[src/rtl/rams_arb_pkg.sv]
// Shared sizes and state/owner encodings for the two-port RAM arbiter.
package rams_arb_pkg;
    localparam int DEPTH_DEF = 1024;
    localparam int AW_DEF    = 10;
    localparam int DW_DEF    = 16;

    typedef enum logic {CLEAR, SERVE} state_t;
    typedef enum logic [1:0] {NONE, A, B} owner_t;
endpackage

[src/rtl/rr_arb2.sv]
// Two-way round-robin arbiter; the pointer remembers which side won last.
module rr_arb2 (
    input  logic clk,
    input  logic rst,
    input  logic valid_a,
    input  logic valid_b,
    input  logic enable,
    output logic grant_a,
    output logic grant_b
);
    logic last_b;

    // On contention the side that did not win last time gets the port.
    always_comb begin
        grant_a = enable & valid_a & (~valid_b | last_b);
        grant_b = enable & valid_b & (~valid_a | ~last_b);
    end

    // Pointer moves only when somebody is actually granted.
    always_ff @(posedge clk or negedge rst) begin
        if (!rst)
            last_b <= 1'b0;
        else if (grant_a | grant_b)
            last_b <= grant_b;
    end
endmodule

[src/rtl/rams_sp_arb2_1024x16.sv]
// Clear sequencer plus A/B round-robin front end for a write-first 1024x16 RAM.
module rams_sp_arb2_1024x16
    import rams_arb_pkg::*;
#(
    parameter int DEPTH = DEPTH_DEF,
    parameter int AW    = AW_DEF,
    parameter int DW    = DW_DEF
) (
    input  logic          clk,
    input  logic          rst,
    input  logic          clr_req,
    output logic          busy,
    input  logic          a_valid,
    output logic          a_ready,
    input  logic          a_we,
    input  logic [AW-1:0] a_addr,
    input  logic [DW-1:0] a_wdata,
    output logic          a_rvalid,
    output logic [DW-1:0] a_rdata,
    input  logic          b_valid,
    output logic          b_ready,
    input  logic          b_we,
    input  logic [AW-1:0] b_addr,
    input  logic [DW-1:0] b_wdata,
    output logic          b_rvalid,
    output logic [DW-1:0] b_rdata,
    output logic          ram_we,
    output logic          ram_rst,
    output logic [AW-1:0] ram_addr,
    output logic [DW-1:0] ram_di,
    input  logic [DW-1:0] ram_dout
);
    state_t        state, state_nx;
    logic [AW-1:0] cnt, cnt_nx;
    logic [AW-1:0] addr_q;
    logic [DW-1:0] di_q;
    logic [DW-1:0] a_hold, b_hold;
    owner_t        last_owner, owner_nx;
    logic          grant_a, grant_b;

    rr_arb2 u_arb (
        .clk     (clk),
        .rst     (rst),
        .valid_a (a_valid),
        .valid_b (b_valid),
        .enable  (state == SERVE),
        .grant_a (grant_a),
        .grant_b (grant_b)
    );

    assign a_ready = grant_a;
    assign b_ready = grant_b;
    assign busy    = (state == CLEAR);

    // State register and clear counter.
    always_ff @(posedge clk or negedge rst) begin
        if (!rst) begin
            state <= CLEAR;
            cnt   <= '0;
        end else begin
            state <= state_nx;
            cnt   <= cnt_nx;
        end
    end

    // Sweep every address once, then serve until a clear is requested.
    always_comb begin
        state_nx = state;
        cnt_nx   = cnt;
        case (state)
            CLEAR: begin
                cnt_nx = cnt + 1'b1;
                if (cnt == AW'(DEPTH - 1)) begin
                    state_nx = SERVE;
                    cnt_nx   = '0;
                end
            end
            SERVE: begin
                if (clr_req) begin
                    state_nx = CLEAR;
                    cnt_nx   = '0;
                end
            end
            default: state_nx = CLEAR;
        endcase
    end

    // RAM port mux; address/data park on their last driven value when idle.
    // ram_we is gated by rst so it drops immediately while reset is held.
    always_comb begin
        ram_we   = 1'b0;
        ram_rst  = (state == CLEAR);
        ram_addr = addr_q;
        ram_di   = di_q;
        owner_nx = NONE;
        if (state == CLEAR) begin
            ram_we   = rst;
            ram_addr = cnt;
            ram_di   = '0;
        end else if (grant_a) begin
            ram_we   = a_we;
            ram_addr = a_addr;
            ram_di   = a_wdata;
            owner_nx = A;
        end else if (grant_b) begin
            ram_we   = b_we;
            ram_addr = b_addr;
            ram_di   = b_wdata;
            owner_nx = B;
        end
    end

    // Response routing: RAM output goes to whoever was granted last cycle.
    assign a_rvalid = (last_owner == A);
    assign b_rvalid = (last_owner == B);
    assign a_rdata  = a_rvalid ? ram_dout : a_hold;
    assign b_rdata  = b_rvalid ? ram_dout : b_hold;

    // Remember last driven RAM inputs, the pending owner and held read data.
    always_ff @(posedge clk or negedge rst) begin
        if (!rst) begin
            addr_q     <= '0;
            di_q       <= '0;
            last_owner <= NONE;
            a_hold     <= '0;
            b_hold     <= '0;
        end else begin
            addr_q     <= ram_addr;
            di_q       <= ram_di;
            last_owner <= owner_nx;
            a_hold     <= a_rdata;
            b_hold     <= b_rdata;
        end
    end
endmodule

[config.mk]
export PLATFORM = sky130hd
export DESIGN_NAME = rams_sp_arb2_1024x16
export DESIGN_NICKNAME = d
export VERILOG_FILES = /design/src/rtl/rams_arb_pkg.sv /design/src/rtl/rr_arb2.sv /design/src/rtl/rams_sp_arb2_1024x16.sv
export SDC_FILE = /design/constraint.sdc
export NUM_CORES = 1
export LEC_CHECK = 0
export ABC_AREA = 1
export BUFFER_PORTS_ARGS = -buffer_cell sky130_fd_sc_hd__buf_2
export CAP_MARGIN = 30
export CORE_ASPECT_RATIO = 0.75
export CORE_MARGIN = 2
export CORE_UTILIZATION = 35
export DETAILED_ROUTE_END_ITERATION = 16
export PLACE_DENSITY_LB_ADDON = 0.08
export SLEW_MARGIN = 40
export SYNTH_ARGS = -nofsm -noshare
export SYNTH_HDL_FRONTEND = slang
export SYNTH_SLANG_ARGS = --single-unit
[constraint.sdc]
create_clock -name clk -period 3.75 [get_ports clk]
set_clock_uncertainty 0.05 [all_clocks]
set_input_delay 0.375 -clock clk [delete_from_list [all_inputs] [get_ports clk]]
set_output_delay 0.375 -clock clk [all_outputs]
set_load 0.005 [all_outputs]
==> run summary <==
Max Freq: 371 MHz
Power Dens Cells: 524 nW/µm²
max cap viols: 0
clk slew on worst S/H paths: 0.06 ns
Sw Pwr: 677 µW
RSZ-0062 raised after global routing: false
worst hold slack: 0.115 ns
Avg Inst Size Synth: 7.74 µm²
Final Wtd Congestion: 0.775
drt pass-1 iters: 4
H-tree depth: 3
die area: 10500 µm²
first-pass GRT wire length: 14300 µm
Core ar.: 9540 µm²
Combinational Power Share: 22.2%
register area share after synthesis: 53.3%
Filler cells: 1012
post-synth cell types: 20
Synth Area in Simple Gates: 27.0%
Reg2Reg Depth: 5
Multi-input gate area: 1280 µm²
Mapped Area: 3380 µm²
asr flop ratio synth: 100%
top cell type's share of synthesized area: 53.3%
area share of fa/ha/maj cells after synthesis: 0.370%
pin count of the biggest net entering global routing: 73
Worst Setup Path Type: flop to output port
PortBufs: 139
number of global-route vias before repair: 2918
detailed placement HPWL: 6300 µm
most numerous cell in the Yosys netlist: nand2_1
Pleak: 0.00242 µW
fin crit share: 71.8%
Ports: 140
Reg area: 1800 µm²
FP Rows: 31
nets: 647
final setup fails: 0
die width: 117 µm
drt via density: 4.41
area delta synth->final: 31.2%
largest family of logic cells by synthesized area: simple AND/OR/NAND/NOR gates
Routed WL: 8930 µm
ys flop type: dfrtp_1
Max Buffers Root-to-Sink: 2
clock share of power: 33.5%
startpoint type of the worst setup path: flop
synthesized net count: 513
# hold bufs at CTS: 0
Clock Latency Late Sink: 0.33 ns
Root Driver: clkbuf_16
worst-path maximum fanout: 11
post-route ant nets: 0
Syn Inst Count: 437
Starting Density: 35.4%
multiplexer share of the synthesized area: 0%
total congestion overflow: 0
Num CTS Buffers: 9
Min-Delay Path Class: primary input to async pin
outcome: complete, no violations
slew of the pin with the lowest slew margin: 0.776 ns
drc violations: 0
Sw Share: 29.1%
GRT Overall Usage: 17.5%
Die H: 89.1 µm
post-synthesis xor/xnor area fraction: 0.777%
maximum VDD drop: 0.283 mV
CTS tree: yes
synthesized flop and latch total: 72
clock period minus worst slack: 2.69 ns
number of flops mapped to enable cells by yosys: 0
synth warn: 0
max-slew violation count: 0
post-synthesis compound-gate area fraction: 9.51%
synth cell count leaders: nand2_1, dfrtp_1, inv_1
initial antenna violation count: 0
Fin. Hold Viols: 0
routed vias: 3117
worst relative slew slack: 48.2%
setup TNS: 0 ns
Worst Setup End Kind: output port
Seq pwr share: 44.3%
DRT iter0 DRCs: 220
CP required: 3.32 ns
top post-synthesis cells by area: dfrtp_1, nand2_1, o21ai_0, inv_1, nand3_1
P_int: 1650 µW
# diodes: 0
drt wl/cell: 12.6 µm
Critical Path AT: 2.27 ns
clock sink count: 72
post-cts gate resize count: 0
postcts setup bufs: 0
layout cells sized above 1: 28.5%
biggest area consumer among synthesized cells: dfrtp_1
## placed cells by master (no fill, tap or decap), types with 2 or more instances in the layout
cell,count
a21oi_1,19
buf_2,138
buf_4,2
clkbuf_1,4
clkbuf_16,9
clkbuf_8,2
dfrtp_1,72
inv_1,49
inv_2,4
nand2_1,141
nand2_2,6
nand3_1,36
nor2_1,45
o21ai_0,40
xor2_1,2
## power by group through the flow
stage / clock network, µW / registers, µW / logic (µW)
finish: 778 / 1030 / 517
global route: 845 / 1050 / 610
CTS: 811 / 1030 / 527
detailed placement: 0 / 1040 / 525
global placement: 0 / 1040 / 513
floorplan: 0 / 1020 / 306
## layer usage
layer | wire length [µm] | track usage (%) | vias up | share of wire, %
li1 | - | - | 1622 | -
met1 | 4270 | 23.2 | 1411 | 48
met2 | 4100 | 28.5 | 80 | 46
met3 | 514 | 5.48 | 4 | 5.8
met4 | 46 | 3.94 | 0 | 0.52
met5 | 0 | 0 | - | 0
## area by class of cell
class	instances	share of cell area [%]
Clock buffer	15	6.04
Multi-Input combinational cell	294	29.0
Sequential cell	72	40.6
Tap cell	132	3.72
Inverter	53	4.49
Timing Repair Buffer	141	16.2
## critical path, stage by stage (launching register included)
cell,delay [ns]
dfrtp_1,0.40
inv_1,0.16
nand2_1,0.28
nand2_2,0.30
nand2_2,0.20
inv_2,0.18
nand2_1,0.07
a21oi_1,0.20
buf_2,0.16
## path summary, 6_finish.rpt
path,startpoint,to,slack [ns]
setup / recovery,u_arb.last_b,ram_di[13],1.06
hold reg to reg,a_hold[8],a_hold[8],0.43
setup reg to reg,state,cnt[3],1.66
max in group asynchronous,rst,cnt[8],3.07
hold / removal,rst,di_q[0],0.12
min in group clk,clr_req,state,0.22
## through the flow
stage                     cells  area, µm²  utilization (%)  setup slack (ns)  power, µW
after floorplan             437       3380                -              2.13       1320
after global placement      692       4150             43.5              1.47       1550
after detailed placement    692       4160             43.6              1.39       1560
after CTS                   707       4430             46.4              1.02       2370
after global routing        707       4430             46.5             0.821       2500
final                       707       4430             46.5              1.06       2320
## registers in the layout, summed over array words and instances, names as in the netlist
name,count
u_arb.last_b,1
b_hold,16
di_q,16
state,1
last_owner,2
cnt,10
addr_q,10
a_hold,16
## cells by family (layout without fill, tap and decap cells)
logic type / after synthesis / count (layout)
AOI/OAI and AO/OA: 62 / 62
xor gates and xnor gates: 3 / 3
adders and majority gates: 1 / 1
buffers and inverters: 71 / 209
DFF: 72 / 72
and+or+nand+nor: 228 / 228
Power figures use the tool's default switching activity.
